[config.mk]
export PLATFORM = sky130hd
export DESIGN_NAME = sprite_ram_loader_flat
export DESIGN_NICKNAME = d
export VERILOG_FILES = /design/src/rtl/sprite_ram_loader_if.sv /design/src/rtl/sprite_ram_loader.sv /design/src/flat_wrapper.sv
export SDC_FILE = /design/constraint.sdc
export NUM_CORES = 1
export LEC_CHECK = 0
export BUFFER_PORTS_ARGS = -buffer_cell sky130_fd_sc_hd__buf_2
export CAP_MARGIN = 5
export CELL_PAD_IN_SITES_DETAIL_PLACEMENT = 0
export CELL_PAD_IN_SITES_GLOBAL_PLACEMENT = 2
export CORE_AREA = 2 2 297 329
export DETAILED_ROUTE_END_ITERATION = 6
export DIE_AREA = 0 0 299 331
export GPL_ROUTABILITY_DRIVEN = 0
export PLACE_DENSITY_LB_ADDON = 0.2
export SYNTH_ARGS = -nofsm -noshare
export SYNTH_HDL_FRONTEND = slang
export SYNTH_SLANG_ARGS = --single-unit
[constraint.sdc]
create_clock -name clk -period 6.1 [get_ports clk]
set_clock_uncertainty 0.15 [all_clocks]
set_input_delay 0.915 -clock clk [delete_from_list [all_inputs] [get_ports clk]]
set_output_delay 0.915 -clock clk [all_outputs]
set_load 0.02 [all_outputs]
[src/rtl/sprite_ram_loader_if.sv]
// CPU-side and live-sprite-RAM signals of the sprite RAM loader, bundled as one bus.
// The master modport is the CPU/video side and the slave modport is the loader.
interface sprite_ram_loader_if #(
  parameter int ADDR_WIDTH = 7
);
  logic                  vblank;
  logic [ADDR_WIDTH-1:0] cpu_addr;
  logic [7:0]            cpu_din;
  logic                  cpu_wr;
  logic                  cpu_rd;
  logic [7:0]            cpu_dout;
  logic                  commit_req;
  logic                  clear_req;
  logic                  busy;
  logic                  pending;
  logic                  committed;
  logic [ADDR_WIDTH-1:0] spriteram_wr_addr;
  logic [7:0]            spriteram_data_in;
  logic                  spriteram_wr;

  modport master (
    output vblank, cpu_addr, cpu_din, cpu_wr, cpu_rd, commit_req, clear_req,
    input  cpu_dout, busy, pending, committed,
           spriteram_wr_addr, spriteram_data_in, spriteram_wr
  );

  modport slave (
    input  vblank, cpu_addr, cpu_din, cpu_wr, cpu_rd, commit_req, clear_req,
    output cpu_dout, busy, pending, committed,
           spriteram_wr_addr, spriteram_data_in, spriteram_wr
  );
endinterface

[src/rtl/sprite_ram_loader.sv]
// Shadowed sprite attribute table: the CPU edits a private copy which is bulk-copied
// into live sprite RAM during vblank, one byte per clock, so the engine never sees a torn table.
module sprite_ram_loader #(
  parameter int SPR_COUNT  = 32,
  parameter int ITEM_WIDTH = 4,
  parameter int ADDR_WIDTH = 7
) (
  input logic                clk,
  input logic                reset,
  sprite_ram_loader_if.slave bus
);

  localparam int                    BYTES    = SPR_COUNT * ITEM_WIDTH;
  localparam logic [ADDR_WIDTH-1:0] LAST_IDX = ADDR_WIDTH'(BYTES - 1);

  typedef enum logic [1:0] {IDLE, ARMED, CLEAR, COPY} state_t;

  state_t                state, state_next;
  logic [ADDR_WIDTH-1:0] idx, idx_next;
  logic                  pending_q, pending_next;
  logic                  clear_latch, clear_latch_next;
  logic                  vblank_last;
  logic                  vblank_rise;
  logic                  idx_last;
  logic                  committed_q;
  logic                  spr_wr_q;
  logic [ADDR_WIDTH-1:0] spr_addr_q;
  logic [7:0]            spr_data_q;
  logic [7:0]            cpu_dout_q;
  logic [7:0]            shadow [0:BYTES-1];

  assign vblank_rise = bus.vblank & ~vblank_last;
  assign idx_last    = (idx == LAST_IDX);

  always_comb begin
    state_next       = state;
    idx_next         = idx;
    pending_next     = pending_q;
    clear_latch_next = clear_latch;
    case (state)
      IDLE: begin
        if (bus.clear_req) begin
          state_next = CLEAR;
          idx_next   = '0;
          if (bus.commit_req) pending_next = 1'b1;
        end else if (bus.commit_req) begin
          state_next   = ARMED;
          pending_next = 1'b1;
        end
      end
      ARMED: begin
        if (bus.clear_req) begin
          state_next = CLEAR;
          idx_next   = '0;
        end else if (vblank_rise) begin
          state_next   = COPY;
          pending_next = 1'b0;
          idx_next     = '0;
        end
      end
      CLEAR: begin
        if (bus.commit_req) pending_next = 1'b1;
        if (idx_last) begin
          idx_next   = '0;
          state_next = pending_next ? ARMED : IDLE;
        end else begin
          idx_next = idx + 1'b1;
        end
      end
      COPY: begin
        // A CPU write mid-copy may land behind the copy pointer, so it re-arms the next frame.
        if (bus.cpu_wr || bus.commit_req) pending_next = 1'b1;
        if (bus.clear_req) clear_latch_next = 1'b1;
        if (idx_last) begin
          idx_next = '0;
          if (clear_latch_next) begin
            state_next       = CLEAR;
            clear_latch_next = 1'b0;
          end else begin
            state_next = pending_next ? ARMED : IDLE;
          end
        end else begin
          idx_next = idx + 1'b1;
        end
      end
      default: state_next = IDLE;
    endcase
  end

  always_ff @(posedge clk or negedge reset) begin
    if (!reset) begin
      state       <= IDLE;
      idx         <= '0;
      pending_q   <= 1'b0;
      clear_latch <= 1'b0;
      vblank_last <= 1'b0;
      committed_q <= 1'b0;
      spr_wr_q    <= 1'b0;
      spr_addr_q  <= '0;
      spr_data_q  <= '0;
      cpu_dout_q  <= '0;
    end else begin
      state       <= state_next;
      idx         <= idx_next;
      pending_q   <= pending_next;
      clear_latch <= clear_latch_next;
      vblank_last <= bus.vblank;
      spr_wr_q    <= (state == COPY);
      committed_q <= spr_wr_q && (spr_addr_q == LAST_IDX);
      if (state == COPY) begin
        spr_addr_q <= idx;
        spr_data_q <= shadow[idx];
      end
      if (bus.cpu_rd) cpu_dout_q <= shadow[bus.cpu_addr];
    end
  end

  // Single write port: clearing owns it, so CPU writes during CLEAR are dropped.
  always_ff @(posedge clk) begin
    if (state == CLEAR) begin
      shadow[idx] <= 8'h00;
    end else if (bus.cpu_wr) begin
      shadow[bus.cpu_addr] <= bus.cpu_din;
    end
  end

  assign bus.busy              = (state == CLEAR) || (state == COPY) || spr_wr_q;
  assign bus.pending           = pending_q;
  assign bus.committed         = committed_q;
  assign bus.spriteram_wr      = spr_wr_q;
  assign bus.spriteram_wr_addr = spr_addr_q;
  assign bus.spriteram_data_in = spr_data_q;
  assign bus.cpu_dout          = cpu_dout_q;

endmodule

[src/flat_wrapper.sv]
// flat-port wrapper written by rule: the top's interface ports become plain ports
module sprite_ram_loader_flat 
#(
  parameter int SPR_COUNT  = 32,
  parameter int ITEM_WIDTH = 4,
  parameter int ADDR_WIDTH = 7
)
  (clk, reset, bus_vblank, bus_cpu_addr, bus_cpu_din, bus_cpu_wr, bus_cpu_rd, bus_commit_req, bus_clear_req, bus_cpu_dout, bus_busy, bus_pending, bus_committed, bus_spriteram_wr_addr, bus_spriteram_data_in, bus_spriteram_wr);
  sprite_ram_loader_if #(.ADDR_WIDTH(ADDR_WIDTH)) bus_i ();
  input logic clk;
  input logic reset;
  input wire logic [$bits(bus_i.vblank)-1:0] bus_vblank;
  input wire logic [$bits(bus_i.cpu_addr)-1:0] bus_cpu_addr;
  input wire logic [$bits(bus_i.cpu_din)-1:0] bus_cpu_din;
  input wire logic [$bits(bus_i.cpu_wr)-1:0] bus_cpu_wr;
  input wire logic [$bits(bus_i.cpu_rd)-1:0] bus_cpu_rd;
  input wire logic [$bits(bus_i.commit_req)-1:0] bus_commit_req;
  input wire logic [$bits(bus_i.clear_req)-1:0] bus_clear_req;
  output wire logic [$bits(bus_i.cpu_dout)-1:0] bus_cpu_dout;
  output wire logic [$bits(bus_i.busy)-1:0] bus_busy;
  output wire logic [$bits(bus_i.pending)-1:0] bus_pending;
  output wire logic [$bits(bus_i.committed)-1:0] bus_committed;
  output wire logic [$bits(bus_i.spriteram_wr_addr)-1:0] bus_spriteram_wr_addr;
  output wire logic [$bits(bus_i.spriteram_data_in)-1:0] bus_spriteram_data_in;
  output wire logic [$bits(bus_i.spriteram_wr)-1:0] bus_spriteram_wr;
  assign bus_i.vblank = bus_vblank;
  assign bus_i.cpu_addr = bus_cpu_addr;
  assign bus_i.cpu_din = bus_cpu_din;
  assign bus_i.cpu_wr = bus_cpu_wr;
  assign bus_i.cpu_rd = bus_cpu_rd;
  assign bus_i.commit_req = bus_commit_req;
  assign bus_i.clear_req = bus_clear_req;
  assign bus_cpu_dout = bus_i.cpu_dout;
  assign bus_busy = bus_i.busy;
  assign bus_pending = bus_i.pending;
  assign bus_committed = bus_i.committed;
  assign bus_spriteram_wr_addr = bus_i.spriteram_wr_addr;
  assign bus_spriteram_data_in = bus_i.spriteram_data_in;
  assign bus_spriteram_wr = bus_i.spriteram_wr;
  sprite_ram_loader #(.SPR_COUNT(SPR_COUNT), .ITEM_WIDTH(ITEM_WIDTH), .ADDR_WIDTH(ADDR_WIDTH)) u_core (.clk(clk), .reset(reset), .bus(bus_i));
endmodule
# Yosys cells after proc, flatten, opt, wreduce, memory -nomap -nowiden
# Memory sizes are Yosys's and may differ from the RTL's. A register that Yosys moved wholly into a read port is not among the register bits.
# Cells that the tools add are included.
[word_totals]
romBits = 0
elab_cells = 69
inputBits = 22
ram_bits = 1024
n_memories = 1
out_inout_bits = 27
register_bits = 21
latchBits = 0
[memory_table]
columns = ["memory", "words", "word_bits", "read_ports", "rd_clocked_by_memory_dff", "write_ports", "line_no", "rtl"]
rows = [
  ["u_core.shadow", 128, 8, 2, 2, 1, "sprite_ram_loader.sv:30", "logic [7:0] shadow [0:BYTES-1];"],
]
[classes]
eq_ne = 12
n_shift = 0
addsub = 1
bitwise = 2
reduce_logical = 12
n_lt_le_gt_ge = 0
muxes = 33
multipliers = 0
div_mod_pow = 0
[ops]
columns = ["op", "n"]
rows = [
  ["$mux 7", 5],
  ["$pmux 7 s3", 1],
  ["$mux 1", 17],
  ["$eq 7x7->1 const B", 2],
  ["$mux 2", 7],
  ["$mux 8", 1],
  ["$pmux 2 s4", 1],
  ["$reduce_or 8->1", 1],
  ["$add 7x1->7 const B", 1],
  ["$ne 2x1->1 const B", 3],
  ["$eq 2x2->1 const B", 2],
  ["$ne 2x2->1 const B", 2],
  ["$pmux 1 s4", 1],
  ["$reduce_and 2->1", 2],
  ["$reduce_and 4->1", 1],
  ["$logic_or 1x1->1", 3],
  ["$ne 3x2->1 const B", 1],
  ["$ne 3x3->1 const B", 1],
  ["$eq 2x1->1 const B", 1],
  ["$logic_not 1->1", 2],
  ["$logic_not 2->1", 1],
  ["$reduce_or 2->1", 1],
  ["$and 1x1->1", 1],
  ["$logic_and 1x1->1", 1],
  ["$not 1->1", 1],
]

# Depth between registers and ports, before layout
[logic_depth]
word_depth = 7
depth_mapped = 12
depth_no_buf = 6

# Worst setup path before layout
# No wires, ideal clock.
[synth_timing]
path_type = "input-to-reg"
from = "input port bus_cpu_wr"
to = "memory u_core.shadow[0][0] (data pin)"
arrival_ps = 2861
setup_ps = 537
stages = 2
required_time_ps = 5413
setup_slack_ps = 2553
cell_sequence = "clkbuf_1 -> and3_1"
[synth_between]
elab_chain_len = 5
[synth_lines]
columns = ["item", "line_no", "rtl"]
rows = [
  ["from (decl)", "flat_wrapper.sv:15", "input wire logic [$bits(bus_i.cpu_wr)-1:0] bus_cpu_wr;"],
  ["$mux 1", "sprite_ram_loader.sv:122", "end else if (bus.cpu_wr) begin"],
  ["$mux 1", "sprite_ram_loader.sv:120", "if (state == CLEAR) begin"],
  ["$mux 1 (implied by the code)", "sprite_ram_loader.sv:123", "shadow[bus.cpu_addr] <= bus.cpu_din;"],
  ["$reduce_or 8->1 (no source line)", "-", ""],
  ["$mux 8 (no source line)", "-", ""],
  ["to (decl)", "sprite_ram_loader.sv:30", ""],
]
# No other way between the ends.

# Worst setup path after layout
[layout_timing]
from = "register u_core.state[1]"
to = "memory u_core.shadow[104][4] (enable)"
[layout_between]
elab_chain_len = 5
elab_cells_between_ends = 8
[layout_lines]
columns = ["item", "line_no", "rtl"]
rows = [
  ["from (decl)", "sprite_ram_loader.sv:18", "state_t state, state_next;"],
  ["from (signal assigned)", "sprite_ram_loader.sv:103", "state <= state_next;"],
  ["$eq 2x2->1 (*)", "sprite_ram_loader.sv:120", ""],
  ["$mux 1", "sprite_ram_loader.sv:120", ""],
  ["$mux 1 (implied by the code)", "sprite_ram_loader.sv:123", ""],
  ["$reduce_or 8->1 (no source line)", "-", ""],
  ["$mux 7 (no source line) / $mux 1 (equally long branches)", "-", ""],
]
# Mark *: on every way between the ends. The rest lies on a longest branch, timed or not.

==> run metrics <==
status=complete, no violations; crit path time final=4800 ps; max-cap check violation count=0; nets=2947; Worst EP arrival=4950 ps; Final ANT Viol Nets=0; Post-synth EDFFs=1024; most frequent cell after synthesis=edfxtp_1; synthesized instance count=2898; largest net degree at the start of global routing=98; post-CTS sizing=0; flip-flop and latch area=31700 µm²; mean routed wirelength per cell=38.3 µm; startpoint types=register; Post-Syn Area per Cell=17.4 µm²; Leak=17.9 nW; Mapped Nets=2921; GR Overflow Total=0; CP required=6250 ps; Hold Path Class=input pin to asynchronous set/reset pin; Max FO, Critical Path=16; top cells by count, synth=edfxtp_1, mux4_2, mux2i_1; Finish-stage setup viols=0; Post-route DRC=0; Layout area overhead=10.1%; clk buf depth=3; final hold vios=0; Synth top area share=61.0%; relative slew slack=17.1%; wirelength, routed=164000 µm; ys flop type=edfxtp_1; H-tree depth=3; WS Path Type=register to register; Skew-Pair Late Insertion Delay=710 ps; register area share after synthesis=62.9%; YS warnings=0; Peak VDD IR=0.456 mV; Starting Density=52.9%; CTS Hold Buffers Added=0; CTS root buf=clkbuf_16; Fin Setup TNS=0 ps; Synth area leader=edfxtp_1; initial antenna violation count=11; RSZ-0062 raised after global routing=no; core region area=95300 µm²; Synth cell types=57; port bufs=48; Detailed Routing Iterations Pass 1=5; fill count=7151; Final Core Density=58.2%; hpwl dp=110000 µm; vias in the first global route=30500; drt via density=7.18; Reg clk slew, reported paths=60 ps; num ports=49; worst-margin pin slew=1240 ps; Async S/R FF share, synth=3.49%; total power=0.0224 W; Inserted Clock Buffers=109; PD cells=403 nW/µm²; Setup crit end kind=register; Min Hold Slack=218 ps; detailed-route via count=30800; Die Y=331 µm; clock sinks=1061; layout cells sized above 1=27.3%; gr usage total=33.4%; Slew Viols, Final=0; initial detailed-routing violation count=4426; Post-CTS Setup Inserts=0; Yosys reg bits=1061; CTS tree=yes; die width=299 µm; top post-synthesis cells by area=edfxtp_1, mux4_2, mux2i_1; synthesized area=50400 µm²; Core Rows=119; Tcrit/Tclk final=78.6%; Max Fclk=208 MHz; first-pass GRT wire length=231000 µm; DIE AREA=99000 µm²; multi-input logic area=17400 µm²
## where the power goes
part	switching (W)	internal [W]	total [W]
logic	0.00399	0.00245	0.00644
registers	0.000449	0.00853	0.00898
clock network	0.00288	0.00408	0.00696
total	0.00732	0.0151	0.0224
## registers in the layout (all words and copies together), names as in the netlist
name / flops
u_core.shadow: 1024
u_core.bus.committed: 1
u_core.bus.spriteram_data_in: 8
u_core.bus.pending: 1
u_core.bus.spriteram_wr_addr: 7
u_core.bus.spriteram_wr: 1
u_core.state: 2
u_core.clear_latch: 1
u_core.bus.cpu_dout: 8
u_core.vblank_last: 1
u_core.idx: 7
## layout make-up
cell class	instances	area share (%)
Antenna cell	3	0.0135
Clock buffer	126	5.16
Clock inverter	77	1.52
Inverter	9	0.0609
Multi-Input combinational cell	1607	31.4
Sequential cell	1061	57.1
Tap cell	1270	2.86
Timing Repair Buffer	136	1.84
## metrics by stage
stage / setup slack (ps) / instance area (µm²) / cells
finish: 1300 / 55500 / 4289
floorplan: 2550 / 50400 / 2898
global placement: 1420 / 51800 / 4082
detailed placement: 1620 / 51800 / 4083
global route: 1330 / 55500 / 4286
CTS: 1600 / 55500 / 4286
## final timing paths
check | start | end | slack, ps | cells past startpoint
worst max-delay path | u_core.state[1]$_DFFE_PN0P_ | u_core.shadow[104][4]$_DFFE_PP_ | 1300 | 5
worst min-delay path | reset | u_core.vblank_last$_DFF_PN0_ | 220 | 1
worst max register to register | u_core.state[1]$_DFFE_PN0P_ | u_core.shadow[104][4]$_DFFE_PP_ | 1300 | 5
worst min register to register | u_core.clear_latch$_DFFE_PN0P_ | u_core.clear_latch$_DFFE_PN0P_ | 370 | 2
max in group asynchronous | reset | u_core.idx[3]$_DFFE_PN0P_ | 4860 | 1
min in group clk | bus_vblank | u_core.vblank_last$_DFF_PN0_ | 220 | 1
## placed cells by master, fill, tap and decap left out, types with 51 or more instances in the layout
cell type  count
clkbuf_16    111
buf_4         80
o21ai_0       51
edfxtp_1    1024
o22ai_1       86
mux4_2       400
nand2_1      139
mux2i_1      237
mux2_2        80
nor2_1       169
## cells by family after synthesis
group | share of synthesized area [%]
AO/OA/AOI/OAI | 5.21
buffers and inverters | 2.65
AND/OR/NAND/NOR | 4.61
flip-flops | 62.9
adder cells (fa/ha/maj) | 0.0248
multiplexers | 24.6
## critical path, cell delays in order (launching register included)
cell,delay [ps]
dfrtp_1,620
nand2b_1,470
and2_1,530
o21ai_0,980
nand2_1,620
nor2_1,1010
## layer usage
| layer | GRT usage, % | share of wire (%) | up-vias |
|---|---|---|---|
| met5 | 0 | 0.038 | - |
| met4 | 13.3 | 4.3 | 8 |
| met3 | 7.65 | 11 | 315 |
| met2 | 53.6 | 48 | 2043 |
| met1 | 44.7 | 37 | 16300 |
| li1 | - | - | 12200 |
(Power assumes the default switching activity.)
